## src/rtl/usb_stuff_nrzi_if.sv

```systemverilog
// Serial TX bus between the parallel-to-serial shifter and the stuff/NRZI encoder.
// tx_oe exists only when USB_TX_OE_EN is defined.
interface usb_stuff_nrzi_if;
  logic clk12;
  logic serial_in;
  logic tx_active;
  logic bit_stuff_en;
  logic dplus_out;
  logic dminus_out;
  logic eop_done;
`ifdef USB_TX_OE_EN
  logic tx_oe;
`endif

  modport master (
    output clk12,
    output serial_in,
    output tx_active,
    input  bit_stuff_en,
    input  dplus_out,
    input  dminus_out,
`ifdef USB_TX_OE_EN
    input  tx_oe,
`endif
    input  eop_done
  );

  modport slave (
    input  clk12,
    input  serial_in,
    input  tx_active,
    output bit_stuff_en,
    output dplus_out,
    output dminus_out,
`ifdef USB_TX_OE_EN
    output tx_oe,
`endif
    output eop_done
  );
endinterface

```

## src/rtl/usb_stuff_nrzi.sv

```systemverilog
// USB full-speed TX bit stuffer and NRZI line encoder with SE0/J end-of-packet.
// Optional output-enable tracking is built when USB_TX_OE_EN is defined.
module usb_stuff_nrzi #(
  parameter int STUFF_LIMIT  = 6,
  parameter int EOP_SE0_BITS = 2
) (
  input  logic            clk,
  input  logic            rst,
  usb_stuff_nrzi_if.slave bus
);
  typedef enum logic [1:0] {IDLE, DATA, EOP_SE0, EOP_J} state_t;

  localparam logic [2:0] STUFF_LIM = 3'(STUFF_LIMIT);
  localparam logic [1:0] EOP_LIM   = 2'(EOP_SE0_BITS);

  state_t     r_state, w_state_next;
  logic [2:0] r_ones_cnt, w_ones_next;
  logic [1:0] r_eop_cnt, w_eop_next;
  logic       r_dp, w_dp_next;
  logic       r_dm, w_dm_next;
  logic       r_eop_done, w_eop_done_next;
  logic       r_oe, w_oe_next;
  logic       w_stuff_due;

  assign w_stuff_due = (r_state == DATA) && (r_ones_cnt == STUFF_LIM);

  always_comb begin
    w_state_next    = r_state;
    w_ones_next     = r_ones_cnt;
    w_eop_next      = r_eop_cnt;
    w_dp_next       = r_dp;
    w_dm_next       = r_dm;
    w_oe_next       = r_oe;
    w_eop_done_next = 1'b0;
    if (bus.clk12) begin
      case (r_state)
        IDLE: begin
          w_dp_next   = 1'b1;
          w_dm_next   = 1'b0;
          w_ones_next = 3'd0;
          if (bus.tx_active) begin
            w_state_next = DATA;
            w_oe_next    = 1'b1;
            // First bit is encoded relative to the J idle level.
            if (bus.serial_in) begin
              w_ones_next = 3'd1;
            end else begin
              w_dp_next = 1'b0;
              w_dm_next = 1'b1;
            end
          end
        end
        DATA: begin
          if (w_stuff_due) begin
            w_dp_next   = ~r_dp;
            w_dm_next   = ~r_dm;
            w_ones_next = 3'd0;
          end else if (!bus.tx_active) begin
            w_state_next = EOP_SE0;
            w_dp_next    = 1'b0;
            w_dm_next    = 1'b0;
            w_eop_next   = 2'd1;
          end else if (bus.serial_in) begin
            w_ones_next = r_ones_cnt + 3'd1;
          end else begin
            w_dp_next   = ~r_dp;
            w_dm_next   = ~r_dm;
            w_ones_next = 3'd0;
          end
        end
        EOP_SE0: begin
          w_dp_next = 1'b0;
          w_dm_next = 1'b0;
          if (r_eop_cnt == EOP_LIM) begin
            w_state_next = EOP_J;
            w_dp_next    = 1'b1;
          end else begin
            w_eop_next = r_eop_cnt + 2'd1;
          end
        end
        EOP_J: begin
          w_state_next    = IDLE;
          w_dp_next       = 1'b1;
          w_dm_next       = 1'b0;
          w_eop_next      = 2'd0;
          w_ones_next     = 3'd0;
          w_eop_done_next = 1'b1;
          w_oe_next       = 1'b0;
        end
        default: begin
          w_state_next = IDLE;
          w_dp_next    = 1'b1;
          w_dm_next    = 1'b0;
        end
      endcase
    end
  end

  always_ff @(posedge clk) begin
    if (rst) begin
      r_state    <= IDLE;
      r_ones_cnt <= 3'd0;
      r_eop_cnt  <= 2'd0;
      r_dp       <= 1'b1;
      r_dm       <= 1'b0;
      r_eop_done <= 1'b0;
      r_oe       <= 1'b0;
    end else begin
      r_state    <= w_state_next;
      r_ones_cnt <= w_ones_next;
      r_eop_cnt  <= w_eop_next;
      r_dp       <= w_dp_next;
      r_dm       <= w_dm_next;
      r_eop_done <= w_eop_done_next;
      r_oe       <= w_oe_next;
    end
  end

  assign bus.bit_stuff_en = w_stuff_due;
  assign bus.dplus_out    = r_dp;
  assign bus.dminus_out   = r_dm;
  assign bus.eop_done     = r_eop_done;
`ifdef USB_TX_OE_EN
  assign bus.tx_oe        = r_oe;
`else
  logic w_oe_unused;
  assign w_oe_unused = r_oe;
`endif
endmodule
```

## src/flat_wrapper.sv

```systemverilog
// flat-port wrapper written by rule: the top's interface ports become plain ports
module usb_stuff_nrzi_flat 
#(
  parameter int STUFF_LIMIT  = 6,
  parameter int EOP_SE0_BITS = 2
)
  (clk, rst, bus_clk12, bus_serial_in, bus_tx_active, bus_bit_stuff_en, bus_dplus_out, bus_dminus_out, bus_eop_done);
  usb_stuff_nrzi_if bus_i ();
  input  logic clk;
  input  logic rst;
  input wire logic [$bits(bus_i.clk12)-1:0] bus_clk12;
  input wire logic [$bits(bus_i.serial_in)-1:0] bus_serial_in;
  input wire logic [$bits(bus_i.tx_active)-1:0] bus_tx_active;
  output wire logic [$bits(bus_i.bit_stuff_en)-1:0] bus_bit_stuff_en;
  output wire logic [$bits(bus_i.dplus_out)-1:0] bus_dplus_out;
  output wire logic [$bits(bus_i.dminus_out)-1:0] bus_dminus_out;
  output wire logic [$bits(bus_i.eop_done)-1:0] bus_eop_done;
  assign bus_i.clk12 = bus_clk12;
  assign bus_i.serial_in = bus_serial_in;
  assign bus_i.tx_active = bus_tx_active;
  assign bus_bit_stuff_en = bus_i.bit_stuff_en;
  assign bus_dplus_out = bus_i.dplus_out;
  assign bus_dminus_out = bus_i.dminus_out;
  assign bus_eop_done = bus_i.eop_done;
  usb_stuff_nrzi #(.STUFF_LIMIT(STUFF_LIMIT), .EOP_SE0_BITS(EOP_SE0_BITS)) u_core (.clk(clk), .rst(rst), .bus(bus_i));
endmodule
```

## config.mk

```make
export PLATFORM = sky130hd
export DESIGN_NAME = usb_stuff_nrzi_flat
export DESIGN_NICKNAME = d
export VERILOG_FILES = /design/src/rtl/usb_stuff_nrzi_if.sv /design/src/rtl/usb_stuff_nrzi.sv /design/src/flat_wrapper.sv
export SDC_FILE = /design/constraint.sdc
export NUM_CORES = 1
export LEC_CHECK = 0
export CORE_MARGIN = 5
export CORE_UTILIZATION = 24
export CTS_BUF_LIST = sky130_fd_sc_hd__clkbuf_2 sky130_fd_sc_hd__clkbuf_4 sky130_fd_sc_hd__clkbuf_8
export CTS_CLUSTER_DIAMETER = 40
export DETAILED_ROUTE_END_ITERATION = 12
export PLACE_DENSITY = 0.45
export RECOVER_POWER = 25
export SYNTH_ARGS = -nofsm -noshare
export SYNTH_HDL_FRONTEND = slang
export SYNTH_SLANG_ARGS = --single-unit
```

## constraint.sdc

```tcl
create_clock -name clk -period 5.3 [get_ports clk]
set_clock_uncertainty 0.15 [all_clocks]
set_input_delay 1.06 -clock clk [delete_from_list [all_inputs] [get_ports clk]]
set_output_delay 1.06 -clock clk [all_outputs]
set_load 0.02 [all_outputs]
```

==> results.toml <==
[finish]
drive_gt1_share_pct = 7.14
mostFrequentLayoutCells = "dfxtp_1, inv_1, ha_1"
syn2layout_area_growth_pct = 20.4
nets = 97
stdcell_count = 114
fillers = 271
mostFrequentLayoutCell = "dfxtp_1"
antenna_cells = 0

[yosys]
synthFlopType = "dfxtp_1"
synth_area_leader_cell = "dfxtp_1"
yosys-top-cells-area = "dfxtp_1, ha_1, a21oi_1, inv_1, nand2_1"
synth_async_sr_flop_share_pct = 0
syn_avg_cell_area_sq_um = 8.66
syn_nets = 85
synth-edff-count = 0
yosysWarnings = 0
syn_area_sq_um = 632
ys_ff_latch = 10
yosysSeqAreaShare_pct = 31.7
synth_cell_types = 28
syn_inst = 73
synth.top_cell.area_share_pct = 31.7

[critical_path]
crit_slowest_cell = "clkdlybuf4s50_1"
path_max_fanout = 5
worstSetupPathType = "reg2out"
cp-start-kind = "flop"
cp_data_required_time_ps = 4090
cp_common_cell = "inv_1"
worstSetupEndpointType = "output port"
crit_path_max_incr_delay_ps = 610
critical_path.cell_chain = "inv_1, ha_1, inv_1, nor2_1, clkdlybuf4s50_1"
crit_arrival_ps = 1740

[routing]
ant_nets = 0
routed_wirelength_um = 1320
vias = 534
drt_pass1_iterations = 4
drc_errors = 0
drtIter0Drc = 9
viasPerCell = 4.68
wl_per_cell_um = 11.6

[floorplan]
core_sq_um = 2500
start_util_pct = 25.3
die-area_sq_um = 3760
die_w_um = 61.3
num_io_pins = 9
rows = 18
die_h_um = 61.3

[placement]
io_buffers = 8
hpwlAfterDp_um = 1010
post-place-ws_ps = 2570
dpl.cell_count = 110
place.gp.congestion = 0.703

[power_and_ir_drop]
p_leak_nw = 0.292
p_total_mw = 0.198
ir_worst_vdd_v = 0.000187
powerDensity_nw_per_um2 = 260

[global_routing]
overflow = 0
antenna_found_initial = 0
grt_pass1_wl_um = 2190
grt_pass1_vias = 489
gr-usage-all-layers_pct = 8.12
grt_max_degree = 10

[clock_tree]
cts.sinks = 10
clk_path_buf_depth = 2
clkTransAtPathRegs_ps = 70
clock_latency_ps = 270
htree_levels = 1
hold_buffers = 0
post_cts_resized = 0
cts_tree = "done"
cts_made_buffers = 3
clockRootBuffer = "clkbuf_4"
cts_setup_buffers = 0

[sta]
rsz0062_at_grt = "no"
setup_violations = 0
setup_tns_ps = 0
post-route-period-util_pct = 55.7
slew_viol_final = 0
fmax_ghz = 0.339
holdWs_ps = 331
relSlewSlack_pct = 71.5
fin_crit_ps = 2950
tightest_slew_ps = 425
hold_viol_final = 0
setup_ws_ps = 2350

[flow_run]
maxCapViolCount = 0

[hold_path]
min_path_type = "reg2reg"

[status]
status = "completed"
registers in the layout (all words and copies together), names as in the netlist:
| signal | count |
|---|---|
| u_core.r_ones_cnt | 3 |
| u_core.r_eop_cnt | 2 |
| u_core.r_state | 2 |
| u_core.bus.dminus_out | 1 |
| u_core.bus.dplus_out | 1 |
| u_core.bus.eop_done | 1 |
cell usage after synthesis (2+ instances only):
| cell | number |
|---|---|
| ha_1 | 7 |
| nor2_1 | 4 |
| or3_1 | 2 |
| nand2_1 | 6 |
| a211o_1 | 2 |
| dfxtp_1 | 10 |
| nand3_1 | 2 |
| o21ai_0 | 2 |
| nand2b_1 | 2 |
| inv_1 | 8 |
| a21oi_1 | 6 |
| nor3b_1 | 2 |
| nor3_1 | 4 |
| a211oi_1 | 2 |
where the power goes:
part	internal, mW	total (mW)	switching, mW
logic	0.0198	0.0443	0.0245
clock network	0.0417	0.0701	0.0284
registers	0.0799	0.0835	0.00362
logic make-up after synthesis:
kind of cell,after synthesis,synth area share [%]
adders and majority gates,7,13.9
buffers and inverters,9,6.53
AOI/OAI and AO/OA,18,23.0
and+or+nand+nor,28,23.4
muxes,1,1.58
DFF,10,31.7
worst paths after layout:
check	slack (ps)	to	cells after the start	start
setup / recovery	2350	bus_bit_stuff_en	5	u_core.r_state[1]
hold / removal	330	u_core.r_ones_cnt[1]	2	u_core.r_ones_cnt[1]
hold reg to reg	330	u_core.r_ones_cnt[1]	2	u_core.r_ones_cnt[1]
setup reg to reg	3360	u_core.r_ones_cnt[2]	6	u_core.r_state[1]
layout make-up:
class	count	area, sq um	area share (%)
clock buffers	4	36.3	4.77
inverters	8	30.0	3.95
multi-input cells	54	377	49.5
flip-flops and latches	10	200	26.3
well taps	30	37.5	4.93
repair buffers	8	80.1	10.5
worst max-delay path, delay by kind of cell, from the launching register on:
kind	cells	cell delay [ps]
buffers and inverters	3	800
DFF	1	340
adders and majority gates	1	210
and+or+nand+nor	1	130
routing by layer:
metal / vias to the layer above / wire, um / share of wire [%] / global-route usage, %
li1: 285 / - / - / -
met1: 240 / 708 / 53 / 10.6
met2: 7 / 540 / 41 / 12.2
met3: 2 / 63 / 4.8 / 3.77
met4: 0 / 12 / 0.91 / 1.86
met5: - / 0 / 0 / 0
metrics by stage:
step                      cell area, sq um  utilization (%)
final                                  761             30.4
after global routing                   761             30.4
after CTS                              774             31.0
after detailed placement               738             29.5
after global placement                 738             29.5
after floorplan                        632                -
No activity file was read; power rests on OpenSTA's default activity.
